<file path="src/rtl/ex_muldiv_pkg.sv">
// Shared definitions for the ex_muldiv iterative multiply/divide unit:
// FSM state encoding and operation codes.
package ex_muldiv_pkg;

   typedef enum logic [2:0] {
      ST_IDLE = 3'd0,
      ST_PREP = 3'd1,
      ST_CALC = 3'd2,
      ST_FIX  = 3'd3,
      ST_DONE = 3'd4
   } md_state_e;

   typedef enum logic {
      MD_MUL = 1'b0,
      MD_DIV = 1'b1
   } md_op_e;

endpackage

</file>
<file path="src/rtl/ex_muldiv_step.sv">
// md_step: one combinational iteration on the {HI,LO} accumulator, either a
// restoring-divide step or a shift-add-multiply step on unsigned magnitudes.
module md_step
   import ex_muldiv_pkg::*;
#(
   parameter int WIDTH = 32
) (
   input  md_op_e               i_op,
   input  logic [2*WIDTH-1:0]   i_acc,
   input  logic [WIDTH-1:0]     i_b,
   output logic [2*WIDTH-1:0]   o_acc
);

   logic [WIDTH:0] w_rem_sh;
   logic [WIDTH:0] w_diff;
   logic [WIDTH:0] w_sum;

   always_comb begin
      // Divide: HI is the partial remainder, LO shifts the dividend out and
      // the quotient in. Bit WIDTH of the difference is the borrow.
      w_rem_sh = i_acc[2*WIDTH-1:WIDTH-1];
      w_diff   = w_rem_sh - {1'b0, i_b};
      // Multiply: LO holds the unconsumed multiplier bits, HI the partial sum.
      w_sum    = {1'b0, i_acc[2*WIDTH-1:WIDTH]} + (i_acc[0] ? {1'b0, i_b} : '0);
      o_acc    = i_acc;
      if (i_op == MD_DIV) begin
         if (!w_diff[WIDTH]) begin
            o_acc = {w_diff[WIDTH-1:0], i_acc[WIDTH-2:0], 1'b1};
         end else begin
            o_acc = {w_rem_sh[WIDTH-1:0], i_acc[WIDTH-2:0], 1'b0};
         end
      end else begin
         o_acc = {w_sum, i_acc[WIDTH-1:1]};
      end
   end

endmodule

</file>
<file path="src/rtl/ex_muldiv.sv">
// ex_muldiv: iterative multiply/divide unit for the EX stage; result_o maps to
// {HI, LO}. UNROLL chained md_step slices resolve that many bits per CALC cycle.
module ex_muldiv
   import ex_muldiv_pkg::*;
#(
   parameter int WIDTH  = 32,
   parameter int UNROLL = 1
) (
   input  logic                 clk,
   input  logic                 rst,
   input  logic                 start_i,
   input  logic                 op_i,
   input  logic                 signed_i,
   input  logic [WIDTH-1:0]     opa_i,
   input  logic [WIDTH-1:0]     opb_i,
   input  logic                 annul_i,
   output logic [2*WIDTH-1:0]   result_o,
   output logic                 success_o,
   output logic                 busy_o,
   output logic                 div_zero_o
);

   // state | meaning
   // IDLE  | waiting for start_i; captures op, signedness and operands
   // PREP  | operands to magnitudes, record result signs, load counter
   // CALC  | UNROLL md_step iterations per cycle until counter hits 1
   // FIX   | apply quotient/product and remainder signs
   // DONE  | result valid; held until start_i drops

   localparam int N  = WIDTH / UNROLL;
   localparam int CW = $clog2(N + 1);

   md_state_e            r_state;
   md_state_e            w_state_nxt;
   md_op_e               r_op;
   logic                 r_signed;
   logic [WIDTH-1:0]     r_a;
   logic [WIDTH-1:0]     r_b;
   logic [2*WIDTH-1:0]   r_acc;
   logic [CW-1:0]        r_cnt;
   logic                 r_neg_lo;
   logic                 r_neg_hi;
   logic                 r_div_zero;

   logic                 w_a_neg;
   logic                 w_b_neg;
   logic [WIDTH-1:0]     w_a_mag;
   logic [WIDTH-1:0]     w_b_mag;
   logic [WIDTH-1:0]     w_hi_fix;
   logic [WIDTH-1:0]     w_lo_fix;
   logic [2*WIDTH-1:0]   w_fix;
   logic [2*WIDTH-1:0]   w_chain [UNROLL+1];

   assign w_chain[0] = r_acc;

   for (genvar g = 0; g < UNROLL; g++) begin : g_step
      md_step #(.WIDTH(WIDTH)) u_step (
         .i_op  (r_op),
         .i_acc (w_chain[g]),
         .i_b   (r_b),
         .o_acc (w_chain[g+1])
      );
   end

   // Magnitude of the most-negative value wraps to itself, which is the
   // correct unsigned magnitude, so MIN/-1 needs no special case.
   assign w_a_neg  = r_signed & r_a[WIDTH-1];
   assign w_b_neg  = r_signed & r_b[WIDTH-1];
   assign w_a_mag  = w_a_neg ? -r_a : r_a;
   assign w_b_mag  = w_b_neg ? -r_b : r_b;
   assign w_hi_fix = r_neg_hi ? -r_acc[2*WIDTH-1:WIDTH] : r_acc[2*WIDTH-1:WIDTH];
   assign w_lo_fix = r_neg_lo ? -r_acc[WIDTH-1:0] : r_acc[WIDTH-1:0];

   always_comb begin
      w_fix = r_acc;
      if (r_op == MD_MUL) begin
         w_fix = r_neg_lo ? -r_acc : r_acc;
      end else begin
         w_fix = {w_hi_fix, w_lo_fix};
      end
   end

   always_ff @(posedge clk or negedge rst) begin
      if (!rst) begin
         r_state <= ST_IDLE;
      end else begin
         r_state <= w_state_nxt;
      end
   end

   always_comb begin
      w_state_nxt = r_state;
      success_o   = 1'b0;
      busy_o      = 1'b1;
      div_zero_o  = 1'b0;
      case (r_state)
         ST_IDLE: begin
            busy_o = 1'b0;
            if (start_i) w_state_nxt = ST_PREP;
         end
         ST_PREP: begin
            w_state_nxt = (r_op == MD_DIV && r_b == '0) ? ST_DONE : ST_CALC;
         end
         ST_CALC: begin
            if (r_cnt == CW'(1)) w_state_nxt = ST_FIX;
         end
         ST_FIX: begin
            w_state_nxt = ST_DONE;
         end
         ST_DONE: begin
            success_o  = 1'b1;
            div_zero_o = r_div_zero;
            if (!start_i) w_state_nxt = ST_IDLE;
         end
         default: begin
            w_state_nxt = ST_IDLE;
         end
      endcase
      if (annul_i) w_state_nxt = ST_IDLE;
   end

   always_ff @(posedge clk or negedge rst) begin
      if (!rst) begin
         r_op       <= MD_MUL;
         r_signed   <= 1'b0;
         r_a        <= '0;
         r_b        <= '0;
         r_acc      <= '0;
         r_cnt      <= '0;
         r_neg_lo   <= 1'b0;
         r_neg_hi   <= 1'b0;
         r_div_zero <= 1'b0;
      end else begin
         case (r_state)
            ST_IDLE: begin
               if (start_i && !annul_i) begin
                  r_op       <= md_op_e'(op_i);
                  r_signed   <= signed_i;
                  r_a        <= opa_i;
                  r_b        <= opb_i;
                  r_div_zero <= 1'b0;
               end
            end
            ST_PREP: begin
               r_neg_lo <= w_a_neg ^ w_b_neg;
               r_neg_hi <= (r_op == MD_DIV) & w_a_neg;
               r_cnt    <= CW'(N);
               r_b      <= w_b_mag;
               if (r_op == MD_DIV && r_b == '0) begin
                  r_acc      <= '0;
                  r_div_zero <= 1'b1;
               end else begin
                  r_acc <= {{WIDTH{1'b0}}, w_a_mag};
               end
            end
            ST_CALC: begin
               r_acc <= w_chain[UNROLL];
               r_cnt <= r_cnt - CW'(1);
            end
            ST_FIX: begin
               r_acc <= w_fix;
            end
            default: begin
            end
         endcase
      end
   end

   assign result_o = r_acc;

endmodule

</file>
<file path="config.mk">
export PLATFORM = sky130hd
export DESIGN_NAME = ex_muldiv
export DESIGN_NICKNAME = d
export VERILOG_FILES = /design/src/rtl/ex_muldiv_pkg.sv /design/src/rtl/ex_muldiv_step.sv /design/src/rtl/ex_muldiv.sv
export SDC_FILE = /design/constraint.sdc
export NUM_CORES = 1
export LEC_CHECK = 0
export CORE_UTILIZATION = 39
export DETAILED_ROUTE_END_ITERATION = 8
export GPL_TIMING_DRIVEN = 0
export SETUP_SLACK_MARGIN = 0.2
export SYNTH_ARGS = -nofsm -noshare
export SYNTH_HDL_FRONTEND = slang
export SYNTH_SLANG_ARGS = --single-unit
</file>
<file path="constraint.sdc">
create_clock -name clk -period 5.6 [get_ports clk]
set_input_delay 1.12 -clock clk [delete_from_list [all_inputs] [get_ports clk]]
set_output_delay 1.12 -clock clk [all_outputs]
set_load 0.02 [all_outputs]
</file>
After elaboration in Yosys (flattened, before gate mapping)

Index checks and enable logic that the tools add are counted.

Output and inout bits: 67
Bits of input ports: 70
Bits in writable memories: 0
Bits in latches: 0
Memories kept: 0
Register bits: 142
Logic and storage cells: 77
Bits in read-only memories: 0

Div/mod/pow operators: 0
Mux-type cells: 26
Multiply operators: 0
Reductions and logical operators: 14
Equality and inequality tests: 14
Order comparisons: 0
Bitwise logic cells: 4
Add/sub/neg operators: 8
Shift-type cells: 0

Operators with widths:

| kind                                                                | count |
|---|---|
| 64-bit two-way mux                                                  | 4 |
| 32-bit two-way mux                                                  | 7 |
| 64-bit one-hot mux with 3 select lines                              | 1 |
| 32-bit negation                                                     | 4 |
| 64-bit negation                                                     | 1 |
| 32-bit one-hot mux with 2 select lines                              | 1 |
| 32-bit by 33-bit adder with 33-bit output                           | 1 |
| 33-bit by 32-bit subtractor with 33-bit output                      | 1 |
| 32-bit logical NOT                                                  | 1 |
| 3-bit two-way mux                                                   | 5 |
| 3-bit inequality test (second input constant)                       | 5 |
| 3-bit one-hot mux with 5 select lines                               | 1 |
| 6-bit one-hot mux with 2 select lines                               | 1 |
| 3-bit AND reduction                                                 | 4 |
| 2-bit inequality test (second input constant)                       | 4 |
| 3-bit by 2-bit == test with 1-bit output (second input constant)    | 2 |
| 6-bit by 1-bit == test with 1-bit output (second input constant)    | 1 |
| 6-bit by 1-bit subtractor with 6-bit output (second input constant) | 1 |
| 1-bit two-way mux                                                   | 5 |
| 2-bit AND reduction                                                 | 2 |
| 2-bit nonzero test                                                  | 2 |
| 1-bit bitwise AND                                                   | 3 |
| 3-bit by 1-bit == test with 1-bit output (second input constant)    | 1 |
| 3-bit == test (second input constant)                               | 1 |
| 6 further kinds                                                     | 7 |

Longest topological paths before layout

Depth after elaboration: 5
Gate-level depth with buffers: 15
Gate-level depth less buffers: 14

By module

Synthesis repeated with hierarchy kept, for this count alone.

Cells, all modules: 1837
Area, all modules: 14168.6 µm²

Modules (own cells, without submodules):

| module    | times used | area an instance (µm²) | cells an instance |
|---|---|---|---|
| ex_muldiv | 1          | 9587.9                 | 1173 |
| md_step   | 1          | 4580.6                 | 664 |

Worst setup path before layout

No wires, ideal clock.

Path type: flip-flop to flip-flop
Start: register r_acc[31], in the netlist result_o[31]
End: register r_acc[42], in the netlist result_o[42]
Slack: 1.876 ns
Data required time: 5.464 ns
Stages on the path, launching flop included: 16
Path buffers: 1
Arrival: 3.588 ns
Period minus slack after synthesis: 3.724 ns
Cell sequence: dfrtp_1 inv_1 ha_1 inv_1 fa_1 a211oi_1 nor2_1 nand3_1 a31o_2 o21bai_1 a211oi_1 nor2_1 xor2_1 buf_2 mux2i_1 o211ai_1

Word-level cells in the longest chain between the ends: 4

Ends and longest elaborated chain:

| what                                                                              | line                                  | text |
|---|---|---|
| from (decl)                                                                       | ex_muldiv.sv:39                       | `logic [2*WIDTH-1:0] r_acc;` |
| from (signal assigned)                                                            | ex_muldiv.sv:153                      | `r_acc <= {{WIDTH{1'b0}}, w_a_mag};` |
| from (signal assigned)                                                            | ex_muldiv.sv:157                      | `r_acc <= w_chain[UNROLL];` |
| from (signal assigned)                                                            | ex_muldiv.sv:161                      | `r_acc <= w_fix;` |
| 64-bit negation or 33-bit by 32-bit subtractor with 33-bit output (tied branches) | ex_muldiv.sv:77, ex_muldiv_step.sv:22 |  |
| 64-bit two-way mux, on equally long branches                                      | ex_muldiv.sv:77, ex_muldiv_step.sv:27 |  |
| 64-bit two-way mux, on equally long branches                                      | ex_muldiv.sv:76, ex_muldiv_step.sv:26 |  |
| 64-bit one-hot mux with 3 select lines *                                          | ex_muldiv.sv:134                      | `case (r_state)` |

Mark *: on every way between the ends. The rest lies on a longest branch, timed or not. The select of a mux whose other input is x is not followed.
A chain may end at the register's enable or synchronous reset.

Worst setup path after layout

Start: register r_acc[31], in the netlist result_o[31]
End: register r_acc[61], in the netlist result_o[61]

Same word-level chain as after synthesis.

==> impl_metrics.ini <==
[yosys]
synth_top_area_frac = 0.278
syn_avg_cell_area_um2 = 7.56
synth_top_area_cell = dfrtp_1
ys_ff_latch = 142
syn_area_mm2 = 0.0128
synth_warnings = 0
seq_area_frac_synth = 0.278
synth_nets = 1832
synth_edf_count = 0
netlist_top_cells_area = dfrtp_1 28%, ha_1 6.9%, o21ai_0 6.8%, a21oi_1 5.6%, nand2_1 5.4%
synth_cell_types = 74
synthCells = 1690
synthFlopType = dfrtp_1
async_flop_share = 1.00

[worst_setup_path]
rr_worst_depth = 14
cp_num_buf_inv = 2
cp_max_fo = 9
crit_path_cell_trace = inv_1, ha_1, inv_1, fa_1, a211oi_1, nor2_1, nand3_1, a31o_2, o21bai_1, a211oi_1, nor2_1, xnor2_1, nor3_1, or4_1
arrival_ps = 5570
worstSetupPathType = reg -> reg
critPathMaxStageDelay_ps = 1080
path_delay_family = compound AO/OA/AOI/OAI gates
start_kind = flop
cp-end-kind = flop
critical_path_required_ps = 5910
crit_path_top_delay_cell = xnor2_1
r2r_start = result_o[31]$_DFFE_PN0P_
rrSetupSlack_ps = 340
reg2reg_to = result_o[61]$_DFFE_PN0P_

[global_routing]
grt_pass1_vias = 13500
grt.total_usage = 0.298
antenna_found_initial = 0
gr-total-overflow = 0
grt_max_degree = 92
grt_pass1_wl_mm = 76.9

[power]
swShare = 0.501
p_sw_mw = 4.05
power_frac_comb = 0.587
leakagePower_nw = 6.52
ir_drop_v = 0.000337
power.internal_mw = 4.04
power_density_mw_per_mm2 = 527
pwr-share-clk = 0.159
p_seq_frac = 0.254
total_power_mw = 8.09

[floorplanning]
core_mm2 = 0.0319
die_w_um = 183
start_util = 0.401
dieArea_mm2 = 0.0335
die_h_um = 183
rows = 65
io_pins = 137

[sta]
period_share = 0.940
drv_slew = 0
hold_viol = 0
slew_headroom = 0.114
fmax_mhz = 190
setup-violations-final = 0
final.setup.tns_ps = 0
min_period_ps = 5260
rsz0062_at_grt = false
skew_ps = 14.5
fin_ws_ps = 339
tightest_slew_ps = 1320

[clock_network]
clockBufferDepth = 2
clkTransAtPathRegs_ps = 70
cts_tree = built
cts-root-buf = clkbuf_16
cts_made_buffers = 17
cts_num_sinks = 142
h-tree-depth = 4
clk-insertion-delay-late_ps = 460

[place]
port_buffers = 136
dp.cells = 2262
dpl.hpwl_mm = 37.9
gp_congestion = 0.975
dp_slack_ps = 403

[layout]
drive_above_1_share = 0.0409
fin_nets = 1988
layout_commonest_cell = nand2_1
final_cells = 2294
final_cell_mix = 185 x nand2_1, 174 x o21ai_0, 168 x nor2_1
fin_util = 0.481
nFillCells = 3236
syn_to_final_growth_pct = 20.2
n_antenna_cell = 0

[detailed_routing]
postRouteAntennaNets = 0
num_vias = 13900
drc = 0
vias_per_cell = 6.08
first_pass_iters = 8
drt-total-wl_mm = 49.8
first_iter_violations = 1307
wl_per_cell_um = 21.7

[worst_hold_path]
whs_path_depth = 1
whs_endpoint = r_cnt[5]$_DFFE_PN0P_
min_from = r_cnt[5]$_DFFE_PN0P_
hp-class = reg -> reg

[status]
status = finished, final reports clean

[job]
drv_cap = 0
==> worst max path at each step <==
stage | to | slack, ps | cells after the start | from
final | result_o[61]$_DFFE_PN0P_ | 340 | 14 | result_o[31]$_DFFE_PN0P_
after global routing | result_o[61]$_DFFE_PN0P_ | 230 | 14 | result_o[31]$_DFFE_PN0P_
after CTS | result_o[59]$_DFFE_PN0P_ | 360 | 15 | result_o[31]$_DFFE_PN0P_
after detailed placement | result_o[59]$_DFFE_PN0P_ | 400 | 15 | result_o[31]$_DFFE_PN0P_
after global placement | r_b[26]$_DFFE_PN0P_ | -3120 | 1 | rst
after floorplan | result_o[42]$_DFFE_PN0P_ | 1880 | 15 | result_o[31]$_DFFE_PN0P_
==> kinds of logic after synthesis <==
family	share of synthesized area
and+or+nand+nor	0.230
AOI/OAI and AO/OA	0.272
muxes	0.0413
DFF	0.278
xor gates and xnor gates	0.0597
adders and majority gates	0.0717
buffers and inverters	0.0471
==> sequential cells by signal, summed over array words and instances, names as in the netlist <==
| name | count |
|---|---|
| r_state | 3 |
| r_b | 32 |
| r_a | 32 |
| r_div_zero | 1 |
| r_cnt | 6 |
| r_signed | 1 |
| r_op | 1 |
| r_neg_lo | 1 |
| r_neg_hi | 1 |
| result_o | 64 |
==> metrics by stage <==
step | cell area [um^2] | hold WS, ps
floorplan | 12800 | 442
global placement | 14700 | 459
detailed placement | 14700 | 468
CTS | 15300 | 489
global route | 15300 | 513
finish | 15300 | 494
==> cells in the mapped netlist, types with 15 or more instances <==
master    number
nand2_1      185
nand3_1       42
nor4_1        19
a31oi_1       28
clkbuf_1      75
a21o_1        35
or3_1         25
o22ai_1       27
xnor2_1       48
nor2_1       168
inv_1         67
xor2_1        39
a221oi_1      16
mux2i_1       37
a222oi_1      15
o21ai_0      174
dfrtp_1      142
a21oi_1      143
a211oi_1      18
nor3_1        79
ha_1          70
==> routing by layer <==
| layer | vias to the layer above | track usage | wire length [um] |
|---|---|---|---|
| met1 | 6720 | 0.399 | 21700 |
| met4 | 0 | 0.112 | 1430 |
| li1 | 6550 | - | - |
| met5 | - | 0 | 0 |
| met2 | 594 | 0.478 | 22600 |
| met3 | 81 | 0.0554 | 3980 |
==> cell type report <==
type | instances | area (um^2) | area share
Clock inverter | 12 | 183 | 0.0119
Clock buffer | 20 | 447 | 0.0291
Timing Repair Buffer | 137 | 1390 | 0.0908
Buffer | 89 | 348 | 0.0227
Tap cell | 435 | 544 | 0.0355
Inverter | 68 | 255 | 0.0166
Multi-Input combinational cell | 1391 | 8630 | 0.562
Sequential cell | 142 | 3550 | 0.231
==> worst reg2reg max path, cell delays in order (launching register included) <==
cell	delay, ps
dfrtp_1	480
inv_1	180
ha_1	190
inv_1	60
fa_1	420
a211oi_1	330
nor2_1	190
nand3_1	130
a31o_2	250
o21bai_1	220
a211oi_1	590
nor2_1	280
xnor2_1	1080
nor3_1	150
or4_1	580
==> power groups by stage <==
stage	clock network (mW)	registers, mW	logic (mW)
2_1_floorplan	0	2.07	2.95
3_3_place_gp	0	2.06	4.61
3_5_place_dp	0	2.06	4.65
4_1_cts	1.30	2.04	4.68
5_1_grt	1.33	2.12	5.18
6_report	1.29	2.06	4.74
==> what timing repair did <==
action | 4_1_cts | 5_1_grt
setup buffers | 0 | 0
endpoints found under the setup margin | 0 | 20
resized for setup | 0 | 2
hold buffers | 0 | 0
(Power assumes the default switching activity.)
